<file path="src/rtl/scan_pkg.sv">
// ---------------------------------------------------------------------------
// scan_pkg
// Shared types and constants for the display scan controller.
//   CODE_W  : width of one decoder code (5-bit -> 7-segment decoder input)
//   state_t : scan FSM states
// ---------------------------------------------------------------------------
package scan_pkg;

    localparam int unsigned CODE_W = 5;

    typedef enum logic [1:0] {
        IDLE,
        COMMIT,
        BLANK,
        SHOW
    } state_t;

endpackage

</file>
<file path="src/rtl/scan_timer.sv">
// ---------------------------------------------------------------------------
// scan_timer
// Slot counter for the scan controller. Counts 0..SCAN_DIV-1 and wraps.
// Ports:
//   clk         in   clock, rising edge
//   rst         in   asynchronous reset, active-high
//   i_clr       in   synchronous clear (held while the scan is idle/committing)
//   o_in_blank  out  counter is inside the blanking part of the slot
//   o_blank_end out  last blanking cycle of the slot
//   o_slot_end  out  last cycle of the slot
// ---------------------------------------------------------------------------
module scan_timer #(
    parameter int unsigned SCAN_DIV     = 1000,
    parameter int unsigned BLANK_CYCLES = 2
) (
    input  logic clk,
    input  logic rst,
    input  logic i_clr,
    output logic o_in_blank,
    output logic o_blank_end,
    output logic o_slot_end
);

    localparam int unsigned CNT_W = (SCAN_DIV > 1) ? $clog2(SCAN_DIV) : 1;

    logic [CNT_W-1:0] r_cnt;

    always_ff @(posedge clk or posedge rst) begin
        if (rst) begin
            r_cnt <= '0;
        end else if (i_clr || o_slot_end) begin
            r_cnt <= '0;
        end else begin
            r_cnt <= r_cnt + 1'b1;
        end
    end

    assign o_in_blank  = (r_cnt <  CNT_W'(BLANK_CYCLES));
    assign o_blank_end = (r_cnt == CNT_W'(BLANK_CYCLES - 1));
    assign o_slot_end  = (r_cnt == CNT_W'(SCAN_DIV - 1));

endmodule

</file>
<file path="src/rtl/display_scan_ctrl.sv">
// ---------------------------------------------------------------------------
// display_scan_ctrl
// Time-multiplexed scan controller driving one shared 5-bit -> 7-segment
// decoder. Host writes land in a shadow bank that is copied to the active
// bank once per frame (COMMIT), so a frame never mixes old and new codes.
// Each digit slot starts with BLANK_CYCLES dark cycles to suppress ghosting.
// Ports:
//   clk         in   clock, rising edge
//   rst         in   asynchronous reset, active-high
//   enable      in   1 = scanning, 0 = display dark
//   wr_valid    in   host write request
//   wr_ready    out  write accepted on wr_valid & wr_ready (low only in COMMIT)
//   wr_idx      in   target digit; indices >= NUM_DIGITS are accepted and dropped
//   wr_code     in   5-bit code (bit0->b5 ... bit4->b1 of the decoder)
//   code_out    out  code to the decoder, same mapping as wr_code
//   digit_en    out  one-hot digit select, or all zero (registered)
//   frame_done  out  1-cycle pulse in the last SHOW cycle of a frame
// ---------------------------------------------------------------------------
module display_scan_ctrl
    import scan_pkg::*;
#(
    parameter int unsigned NUM_DIGITS   = 4,
    parameter int unsigned SCAN_DIV     = 1000,
    parameter int unsigned BLANK_CYCLES = 2
) (
    input  logic                          clk,
    input  logic                          rst,
    input  logic                          enable,
    input  logic                          wr_valid,
    output logic                          wr_ready,
    input  logic [$clog2(NUM_DIGITS)-1:0] wr_idx,
    input  logic [CODE_W-1:0]             wr_code,
    output logic [CODE_W-1:0]             code_out,
    output logic [NUM_DIGITS-1:0]         digit_en,
    output logic                          frame_done
);

    localparam int unsigned IDX_W  = $clog2(NUM_DIGITS);
    localparam int unsigned IDXP_W = IDX_W + 1;

    state_t              r_state;
    state_t              w_state_nxt;
    logic [IDX_W-1:0]    r_idx;
    logic [IDX_W-1:0]    w_idx_nxt;

    logic [CODE_W-1:0]   r_shadow [NUM_DIGITS];
    logic [CODE_W-1:0]   r_active [NUM_DIGITS];

    logic [CODE_W-1:0]   r_code_out;
    logic [NUM_DIGITS-1:0] r_digit_en;
    logic                r_wr_ready;

    logic                w_timer_clr;
    logic                w_in_blank;
    logic                w_blank_end;
    logic                w_slot_end;
    logic                w_last_idx;
    logic                w_wr_fire;
    logic                w_frame_end;
    logic [CODE_W-1:0]   w_next_code;

    // ---------------------------------------------------------------------
    // Slot timer: held at zero outside the scan so the first BLANK cycle
    // after COMMIT always starts the slot at count 0.
    // ---------------------------------------------------------------------
    assign w_timer_clr = !enable || (r_state == IDLE) || (r_state == COMMIT);

    scan_timer #(
        .SCAN_DIV     (SCAN_DIV),
        .BLANK_CYCLES (BLANK_CYCLES)
    ) u_timer (
        .clk         (clk),
        .rst         (rst),
        .i_clr       (w_timer_clr),
        .o_in_blank  (w_in_blank),
        .o_blank_end (w_blank_end),
        .o_slot_end  (w_slot_end)
    );

    assign w_last_idx  = (r_idx == IDX_W'(NUM_DIGITS - 1));
    assign w_wr_fire   = wr_valid && r_wr_ready;
    assign w_frame_end = enable && (r_state == SHOW) && w_slot_end && w_last_idx;

    // ---------------------------------------------------------------------
    // FSM state register
    // ---------------------------------------------------------------------
    always_ff @(posedge clk or posedge rst) begin
        if (rst) begin
            r_state <= IDLE;
            r_idx   <= '0;
        end else begin
            r_state <= w_state_nxt;
            r_idx   <= w_idx_nxt;
        end
    end

    // ---------------------------------------------------------------------
    // FSM next-state logic
    // ---------------------------------------------------------------------
    always_comb begin
        w_state_nxt = r_state;
        w_idx_nxt   = r_idx;
        case (r_state)
            IDLE: begin
                if (enable) begin
                    w_state_nxt = COMMIT;
                end
            end
            COMMIT: begin
                w_state_nxt = BLANK;
                w_idx_nxt   = '0;
            end
            BLANK: begin
                // Leaving on !w_in_blank as well keeps the FSM from sticking
                // in BLANK should the counter ever be outside the blank window.
                if (w_blank_end || !w_in_blank) begin
                    w_state_nxt = SHOW;
                end
            end
            SHOW: begin
                if (w_slot_end) begin
                    if (w_last_idx) begin
                        w_state_nxt = COMMIT;
                    end else begin
                        w_state_nxt = BLANK;
                        w_idx_nxt   = r_idx + 1'b1;
                    end
                end
            end
            default: begin
                w_state_nxt = IDLE;
                w_idx_nxt   = '0;
            end
        endcase
        // Dropping enable abandons the frame from any state.
        if (!enable) begin
            w_state_nxt = IDLE;
            w_idx_nxt   = '0;
        end
    end

    // ---------------------------------------------------------------------
    // Shadow bank: host writes. Out-of-range indices match no entry.
    // ---------------------------------------------------------------------
    always_ff @(posedge clk or posedge rst) begin
        if (rst) begin
            for (int unsigned i = 0; i < NUM_DIGITS; i++) begin
                r_shadow[i] <= '0;
            end
        end else begin
            for (int unsigned i = 0; i < NUM_DIGITS; i++) begin
                if (w_wr_fire && ({1'b0, wr_idx} == IDXP_W'(i))) begin
                    r_shadow[i] <= wr_code;
                end
            end
        end
    end

    // ---------------------------------------------------------------------
    // Active bank: whole-frame snapshot of the shadow bank.
    // ---------------------------------------------------------------------
    always_ff @(posedge clk or posedge rst) begin
        if (rst) begin
            for (int unsigned i = 0; i < NUM_DIGITS; i++) begin
                r_active[i] <= '0;
            end
        end else if (r_state == COMMIT) begin
            r_active <= r_shadow;
        end
    end

    // The active bank only takes the shadow contents at the end of COMMIT,
    // so digit 0's code is taken straight from the shadow bank there.
    assign w_next_code = (r_state == COMMIT) ? r_shadow[0] : r_active[w_idx_nxt];

    // ---------------------------------------------------------------------
    // Output registers. All are computed from the next state so digit_en
    // changes on one edge only and drops to zero between every two digits.
    // ---------------------------------------------------------------------
    always_ff @(posedge clk or posedge rst) begin
        if (rst) begin
            r_code_out <= '0;
            r_digit_en <= '0;
            r_wr_ready <= 1'b0;
        end else begin
            if ((w_state_nxt == BLANK) && (r_state != BLANK)) begin
                r_code_out <= w_next_code;
            end
            r_digit_en <= (w_state_nxt == SHOW) ? (NUM_DIGITS'(1) << w_idx_nxt) : '0;
            r_wr_ready <= (w_state_nxt != COMMIT);
        end
    end

    assign code_out   = r_code_out;
    assign digit_en   = r_digit_en;
    assign wr_ready   = r_wr_ready;
    assign frame_done = w_frame_end;

endmodule
</file>
<file path="config.mk">
export PLATFORM = sky130hd
export DESIGN_NAME = display_scan_ctrl
export DESIGN_NICKNAME = d
export VERILOG_FILES = /design/src/rtl/scan_pkg.sv /design/src/rtl/scan_timer.sv /design/src/rtl/display_scan_ctrl.sv
export SDC_FILE = /design/constraint.sdc
export NUM_CORES = 1
export LEC_CHECK = 0
export CAP_MARGIN = 20
export CORE_AREA = 2 2 70 99
export DETAILED_ROUTE_END_ITERATION = 6
export DIE_AREA = 0 0 72 101
export SLEW_MARGIN = 0
export SYNTH_ARGS = -nofsm -noshare
export SYNTH_HDL_FRONTEND = slang
export SYNTH_SLANG_ARGS = --single-unit
</file>
<file path="constraint.sdc">
create_clock -name clk -period 2.7 [get_ports clk]
set_clock_uncertainty 0.1 [all_clocks]
set_input_delay 0.54 -clock clk [delete_from_list [all_inputs] [get_ports clk]]
set_output_delay 0.54 -clock clk [all_outputs]
set_load 0.005 [all_outputs]
</file>
==> reports/results.txt, run 1 <==
Worst rel slew slack: 0.7020
Global-route total usage across every layer: 0.1828
Final hold slack: 355.7 ps
Antenna diode count: 0
Post-Syn Area: 2826 um2
Initial antenna violation count: 0
Worst r2r src: u_timer.r_cnt[0]
Crit-path slowest cell: dfrtp_1
Dpl hpwl: 4.185 mm
Number of flops mapped to enable cells by yosys: 0
Post-synthesis sequential area ratio: 0.5489
IO buf count: 21
DRT Pass-1 Iters: 5
Worst EP arrival: 1790 ps
Clk sinks: 62
Worst Path Required: 2060 ps
Total gr overflow: 0
Max Cap Viol: 0
Worst R2R Setup Slack: 400 ps
CTS root buf: clkbuf_8
Ys async rst share: 1.000
Final hold viol count: 0
Critical Path Start Type: flip-flop
Starting Density: 0.4391
Register bit total from synthesis: 62
Top Ports: 22
Vias/cell: 5.388
Reg2Reg Depth: 7
Synth Net Count: 288
WHS Endpoint: r_active[2]
Max-slew violations: 0
Distinct cell type count after synthesis: 41
Area grow syn2layout: 21.78%
DR iter-0 viols: 124
Multi-input logic area: 1177 um2
Number of fillers in the final layout: 586
Layout Cells excl Fill: 389
CTS H-tree lvls: 3
Skew-Pair Late Insertion Delay: 350 ps
Maximum buffer depth of the clock tree: 2
Final Cycle Share: 0.9015
Power Dens Cells: 779.6 nW/um2
Hold_buf cts: 0
Status: finished clean
Reg2reg end: code_out[0]
Mean Syn Cell Area: 10.28 um2
Most used DFF post-synth: dfrtp_1
Die height: 101 um
FP Rows: 35
Reg area: 1551 um2
Fmax: 0.4109 GHz
CP endpoint kind: output port
Worst-path clk slew: 70 ps
Placeable Area: 6437 um2
Synth warnings: 0
Die area: 7272 um2
CTS tree: done
Crit Path Class: reg -> out
CP cell instances: ha_1, and4bb_2, nand4_1, nor3_2, dlygate4sd2_1
WL/cell: 15.06 um
Worst min-delay path class: reg -> reg
Share of layout cells above drive strength 1: 0.1778
Post-route DRC: 0
Final setup viols: 0
Nets@finish: 323
Post-Synthesis Cells: 275
Setup TNS: 0 ps
Vias in the first global route: 2127
Via count: 2096
Largest net degree at the start of global routing: 45
Die X: 72 um
Post-Route WL: 5.860 mm
First-pass GRT wire length: 9.949 mm
DP Cell Count: 369
Min cycle time layout: 2434 ps
CP max stage delay: 370 ps
Worst Path Max Fanout: 3
CTS Buf Count: 9
Leakage: 1.569 nW
Peak supply drop: 417.6 uV
Antenna viol nets, final: 0
Gpl congestion: 0.8594
Hold Crit Start: r_shadow[2]
Hold path cells: 2
Slew @ Worst Pin: 442.2 ps
Layout Utilization: 0.5347
RSZ-0062 raised after global routing: false
## flip-flops by register name (all words and copies together) (netlist names)
register,cells
code_out,5
digit_en,4
r_active,18
r_idx,2
r_shadow,20
r_state,2
u_timer.r_cnt,10
wr_ready,1
## critical path, delay by kind of cell (launching register included)
kind                       cells  cell delay, ps
adders and majority gates      1             170
DFF                            1             370
buffers and inverters          1             260
and+or+nand+nor                3             650
## synthesized netlist by cell type, types with 4 or more instances
cell type  count  share of area
o21ai_0       13          0.023
nand2_1       58          0.077
clkbuf_1      10          0.013
mux2i_1        5          0.018
nand4_1        4         0.0089
mux2_2        20          0.080
dfrtp_1       62           0.55
nand3_1       10          0.018
nor2_1        16          0.021
nor4_1         4         0.0089
inv_1         16          0.021
xor2_1         5          0.015
## routing by layer
metal | GRT usage | share of wire
met2 | 0.2991 | 0.50
met3 | 0.05100 | 0.038
met1 | 0.2087 | 0.43
met4 | 0.1147 | 0.033
met5 | 0 | 0
## power breakdown
| part | internal (mW) | switching (mW) |
|---|---|---|
| combinational | 0.250 | 0.219 |
| sequential | 1.15 | 0.120 |
| clock | 0.594 | 0.350 |
## how the worst max path moves through the flow
stage / endpoint / cells after the start / slack, ps / start
after floorplan: code_out[0] / 1 / 520 / rst
after global placement: frame_done / 4 / 70 / enable
after detailed placement: frame_done / 4 / 110 / enable
after CTS: frame_done / 5 / 270 / u_timer.r_cnt[1]
after global routing: frame_done / 5 / 160 / u_timer.r_cnt[1]
final: frame_done / 5 / 270 / u_timer.r_cnt[0]
## metrics by stage
step           setup WS, ps  power [mW]  cell area [um2]
4_1_cts               265.2       2.717             3442
2_1_floorplan         518.6       1.563             2826
3_3_place_gp          71.50       1.745             3174
6_report              266.1       2.684             3442
5_1_grt               164.1       2.841             3442
3_5_place_dp          109.1       1.759             3174
## logic make-up after synthesis
family                   after synthesis  synth area share
AO/OA/AOI/OAI                         36           0.08898
XOR/XNOR                               7           0.02169
adder cells (fa/ha/maj)                2          0.008852
buffers and inverters                 27           0.03630
flip-flops                            62            0.5489
multiplexers                          25           0.09739
AND/OR/NAND/NOR                      116            0.1979
## cell usage in the layout (no fill, tap or decap), types with 2 or more instances in the layout
master,n
o21a_1,3
dfrtp_1,62
xnor2_1,2
clkdlybuf4s50_1,20
and2_1,3
and3_1,3
o311ai_0,2
mux2i_1,5
buf_4,13
nand2_1,58
o211ai_1,3
a21oi_1,3
nand4_1,4
inv_1,15
bufinv_16,2
o21ai_0,13
mux2_2,20
nand3_1,10
nor2_1,16
a21boi_0,2
clkbuf_8,12
ha_1,2
and4_1,3
nand2b_1,2
nor4_1,4
a222oi_1,3
or3_1,2
a211oi_1,2
xor2_1,5
nor2b_1,2
## layout make-up
class                           instances  area share
Clock inverter                          3     0.01890
Tap cell                               74     0.02690
Clock buffer                           13     0.04907
Timing Repair Buffer                   35     0.09487
Sequential cell                        62      0.4507
Inverter                               16     0.01745
Multi-Input combinational cell        186      0.3421
## timing repair
item                       CTS  global route
setup endpoints to repair    1             0
buffers inserted             4             0
resized for setup            2             0
Note: power is estimated with default switching activity, not from simulation.
==> inputs of run 2 (changes only) <==
--- a/config.mk
+++ b/config.mk
@@ -9,6 +9,7 @@
 export CORE_AREA = 2 2 70 99
 export DETAILED_ROUTE_END_ITERATION = 6
 export DIE_AREA = 0 0 72 101
+export SKIP_CTS_REPAIR_TIMING = 1
 export SLEW_MARGIN = 0
 export SYNTH_ARGS = -nofsm -noshare
 export SYNTH_HDL_FRONTEND = slang
==> reports/results.txt, run 2 (synthesis results as in run 1) <==
FP Rows: 35
Internal: 1.994 mW
Worst rel slew slack: 0.7017
IO buf count: 21
Via count: 2110
Critical Path Start Type: flip-flop
Status: finished clean
Worst min-delay path class: reg -> reg
Post-route DRC: 0
Final hold viol count: 0
Most common cell after layout, fill and taps aside: dfrtp_1
Post-Route WL: 5.873 mm
Die area: 7272 um2
Vias in the first global route: 2101
Gpl congestion: 0.8594
Max Cap Viol: 0
Switch share: 0.2560
Final Worst Setup Slack: 251.2 ps
Maximum buffer depth of the clock tree: 2
Die X: 72 um
Number of fillers in the final layout: 587
Antenna viol nets, final: 0
Final setup viols: 0
Dpl hpwl: 4.185 mm
Grt met1 use: 0.2087
Share of layout cells above drive strength 1: 0.1804
CP endpoint kind: output port
Skew-Pair Late Insertion Delay: 340 ps
Area grow syn2layout: 22.18%
Antenna diode count: 0
Min cycle time layout: 2449 ps
Worst EP arrival: 1810 ps
DR iter-0 viols: 145
Max reg flops: 20
Reg2Reg Depth: 7
Starting Density: 0.4391
GRT met3 Usage: 0.05100
Gate power share: 0.175
Registers with the most flip-flops: r_shadow (20), r_active (18), u_timer.r_cnt (10)
Slew @ Worst Pin: 442.6 ps
Most frequent cells in the layout: dfrtp_1 (62), nand2_1 (58), mux2_2 (20), clkdlybuf4s50_1 (20), nor2_1 (16)
Sequential power share: 0.474
Clk sinks: 62
Placeable Area: 6437 um2
Worst Path Max Fanout: 5
GR peak layer: met2
Final Cycle Share: 0.9070
Crit Path Class: reg -> out
Setup WS pre-CTS: 109.1 ps
Peak supply drop: 417.5 uV
Global routing met2 resource utilization: 0.2963
Reg with most FFs: r_shadow
P_sw: 0.6863 mW
Hold path cells: 2
First-pass GRT wire length: 9.873 mm
Leakage: 1.587 nW
Fmax: 0.4084 GHz
Layout Utilization: 0.5364
Initial antenna violation count: 0
CTS root buf: clkbuf_8
Nets@finish: 324
Vias/cell: 5.410
CTS Buf Count: 9
Worst-path clk slew: 70 ps
Largest net degree at the start of global routing: 45
Max-slew violations: 0
Clock share of power: 0.351
CTS tree: done
Worst Path Required: 2060 ps
CTS H-tree lvls: 3
Top Ports: 22
Global-route total usage across every layer: 0.1811
Power Dens Cells: 776.3 nW/um2
DRT Pass-1 Iters: 4
Die height: 101 um
RSZ-0062 raised after global routing: false
WL/cell: 15.06 um
Total gr overflow: 0
[run 2: through the flow]
step           hold WS, ps  area (um2)  std cells  power, mW  TNS, ps
2_1_floorplan        333.1        2826        275      1.563        0
3_3_place_gp         344.7        3174        369      1.745        0
3_5_place_dp         352.1        3174        369      1.759        0
4_1_cts              363.2        3408        385      2.715   -162.6
5_1_grt              395.5        3453        390      2.841        0
6_report             355.5        3453        390      2.681        0
[run 2: power by group through the flow]
stage | Combinational [mW] | Sequential (mW) | Clock [mW]
after floorplan | 0.315 | 1.25 | 0
after global placement | 0.463 | 1.28 | 0
after detailed placement | 0.473 | 1.29 | 0
after CTS | 0.476 | 1.27 | 0.969
after global routing | 0.533 | 1.30 | 1.01
final | 0.469 | 1.27 | 0.941
[run 2: cell type report]
type	count	area [um2]	share of cell area
Clock buffer	13	168.9	0.04891
Clock inverter	3	65.06	0.01884
Inverter	16	60.06	0.01739
Multi-Input combinational cell	186	1177	0.3409
Sequential cell	62	1551	0.4493
Tap cell	74	92.59	0.02681
Timing Repair Buffer	36	337.8	0.09783
[run 2: worst paths after layout]
kind	from	to	slack, ps
max	u_timer.r_cnt[0]	frame_done	250
min	r_shadow[2]	r_active[2]	360
max reg2reg	u_timer.r_cnt[0]	code_out[0]	330
min reg2reg	r_shadow[2]	r_active[2]	360
max in group asynchronous	rst	r_shadow[2]	1540
min in group asynchronous	rst	r_shadow[19]	410
[run 2: worst max-delay path: stages (launching register included)]
cell and delay [ps]:
dfrtp_1 420, ha_1 190, and4bb_2 260, nand4_1 190
nor3_2 250, dlymetal6s2s_1 150
[run 2: layer usage]
layer	vias up	wire length [um]
li1	1027	-
met1	1024	2539
met2	43	2949
met3	16	214
met4	0	170
met5	-	0
==> RTL edit, RTL diff (config.mk and constraints of run 2) <==
Change the package constant `CODE_W` from 5 to 10. Comments in the files are not updated.
--- a/src/rtl/scan_pkg.sv
+++ b/src/rtl/scan_pkg.sv
@@ -6,7 +6,7 @@
 // ---------------------------------------------------------------------------
 package scan_pkg;
 
-    localparam int unsigned CODE_W = 5;
+    localparam int unsigned CODE_W = 10;
 
     typedef enum logic [1:0] {
         IDLE,
Interface: changed (resized code_out and wr_code); port bits go from 22 to 32. No check against the original RTL was run, so the function may have changed too.
==> RTL edit against run 2 <==
Total power up 44%; hold slack better by 0.016 ns; synthesized area up 51%; setup slack worse by 0.14 ns; synthesized cell count up 51%; clock power down 5.1%; count of clock-buffer cells in the layout down 4; via count up 50%; wire length up 57%; cell area up 45%; utilization up 24 points; sequential cell count up 37.
==> RTL edit: results (changes against run 2) <==
crit end category=primary output (unchanged); H-tree depth=3 (unchanged); largest net degree at the start of global routing=41 (was 45); CTS root buf=clkbuf_8 (unchanged); Total Nets Final=475 (was 324); PortBufs=31 (was 21); global placer's final weighted congestion=0.862 (was 0.859); Setup CP Type=reg -> out (unchanged); largest registers=r_shadow x40, r_active x30 (was r_shadow x20, r_active x18, u_timer.r_cnt x10); CTS buffer count=9 (unchanged); clk slew on worst S/H paths=0.10 ns (was 0.07 ns); share of cells above drive strength 1=20.1% (was 18.0%); DR vias/cell=5.90 (was 5.41); Leak=2.22 nW (was 1.59 nW); ratio of final minimum period to clock period=96.1% (was 90.7%); worst hold path class=reg -> reg (unchanged); critical path endpoint=frame_done (unchanged); reg2reg end=code_out[1] (was code_out[0]); R2R Setup Slk=0.52 ns (was 0.33 ns); most common cell in the netlist=nand2_1 (was dfrtp_1); Synth Warn #=0 (unchanged); WL final=9200 um (was 5870 um); worst reg2reg startpoint=u_timer.r_cnt[3] (was u_timer.r_cnt[0]); sequential fraction of the synthesis area=58.0% (was 54.9%); syn nets=432 (was 288); Distinct cells, synth=39 (was 41); clock buffer depth=2 (unchanged); HPWL after DPL=6030 um (was 4190 um); status=finished, final reports clean (unchanged); worst slack, placed=0.184 ns (was 0.109 ns); Synth area leaders=dfrtp_1, mux2_2, nand2_1, nor2_1, a21oi_1 (was dfrtp_1, mux2_2, nand2_1, o21ai_0, inv_1); commonest cells in the netlist=nand2_1, dfrtp_1, nor2_1 (was dfrtp_1, nand2_1, mux2_2); post-synth top area share=58.0% (was 54.9%); first-pass GRT wire length=15,200 um (was 9870 um); Reg2Reg Depth=6 (was 7); worst-margin pin slew=0.568 ns (was 0.443 ns); Clock Latency Late Sink=0.36 ns (was 0.34 ns); Max FO, Critical Path=4 (was 5); initial antenna violation count=0 (unchanged); diodes inserted=0 (unchanged); Pre-antenna DRT Iters=4 (unchanged); largest reg by FF count=r_shadow (unchanged); total track usage=27.8% (was 18.1%); 1st-iter DRT viols=285 (was 145); ys async rst share=100% (unchanged); WP data arrival=1.95 ns (was 1.81 ns); number of global-route vias before repair=3,182 (was 2,101); Peak supply drop=0.563 mV (was 0.417 mV)
## RTL edit: critical path, stage by stage (launching register included)
cell             delay, ns
dfrtp_2               0.44
nand4bb_4             0.27
nor3_4                0.21
nand2_1               0.09
nor2_1                0.09
clkdlybuf4s50_1       0.50
## RTL edit: cells by family after synthesis
logic type      Yosys count  share of synthesized area [%]
mux                      41                           10.8
compound gates           33                           4.86
simple gates            206                           21.7
fa+ha+maj                 2                          0.586
buf+inv                  25                           2.46
flops                    99                           58.0
xor+xnor                  8                           1.64
## RTL edit: worst min-delay path by stage
stage	startpoint	cells past startpoint	slack, ns	to
floorplan	r_shadow[0]	2	0.33	r_active[0]
CTS	r_shadow[9]	2	0.37	r_active[9]
global placement	r_shadow[5]	2	0.34	r_active[5]
finish	r_shadow[21]	2	0.37	r_active[21]
global route	r_shadow[9]	2	0.39	r_active[9]
detailed placement	r_shadow[9]	2	0.35	r_active[9]
## RTL edit: power breakdown
part	switching, mW	internal [mW]
Clock	0.542	0.351
Combinational	0.367	0.443
Sequential	0.241	1.91
## RTL edit: stage by stage
step / hold slack [ns] / util (%) / TNS [ns] / cell area (sq um) / instances
floorplan: 0.333 / - / 0 / 4280 / 414
global placement: 0.341 / 73.9 / 0 / 4750 / 517
detailed placement: 0.347 / 73.9 / 0 / 4750 / 517
CTS: 0.371 / 76.7 / -0.132 / 4940 / 533
global route: 0.387 / 77.5 / -0.0389 / 4990 / 536
finish: 0.371 / 77.5 / 0 / 4990 / 536
## RTL edit: metal layers
| layer | track usage, % | wire, um | up-vias |
|---|---|---|---|
| met5 | 0 | 0 | - |
| met4 | 11.9 | 240 | 0 |
| met3 | 4.80 | 298 | 21 |
| met2 | 46.3 | 4760 | 83 |
| met1 | 35.8 | 3900 | 1590 |
| li1 | - | - | 1471 |
## RTL edit: cell type report
class / count / area, sq um
fill: 447 / 1450
timing repair buffer: 52 / 493
sequential: 99 / 2480
multi-input combinational: 290 / 1720
clock buffer: 9 / 124
inverter: 5 / 22.5
clock inverter: 7 / 60.1
tap: 74 / 92.6
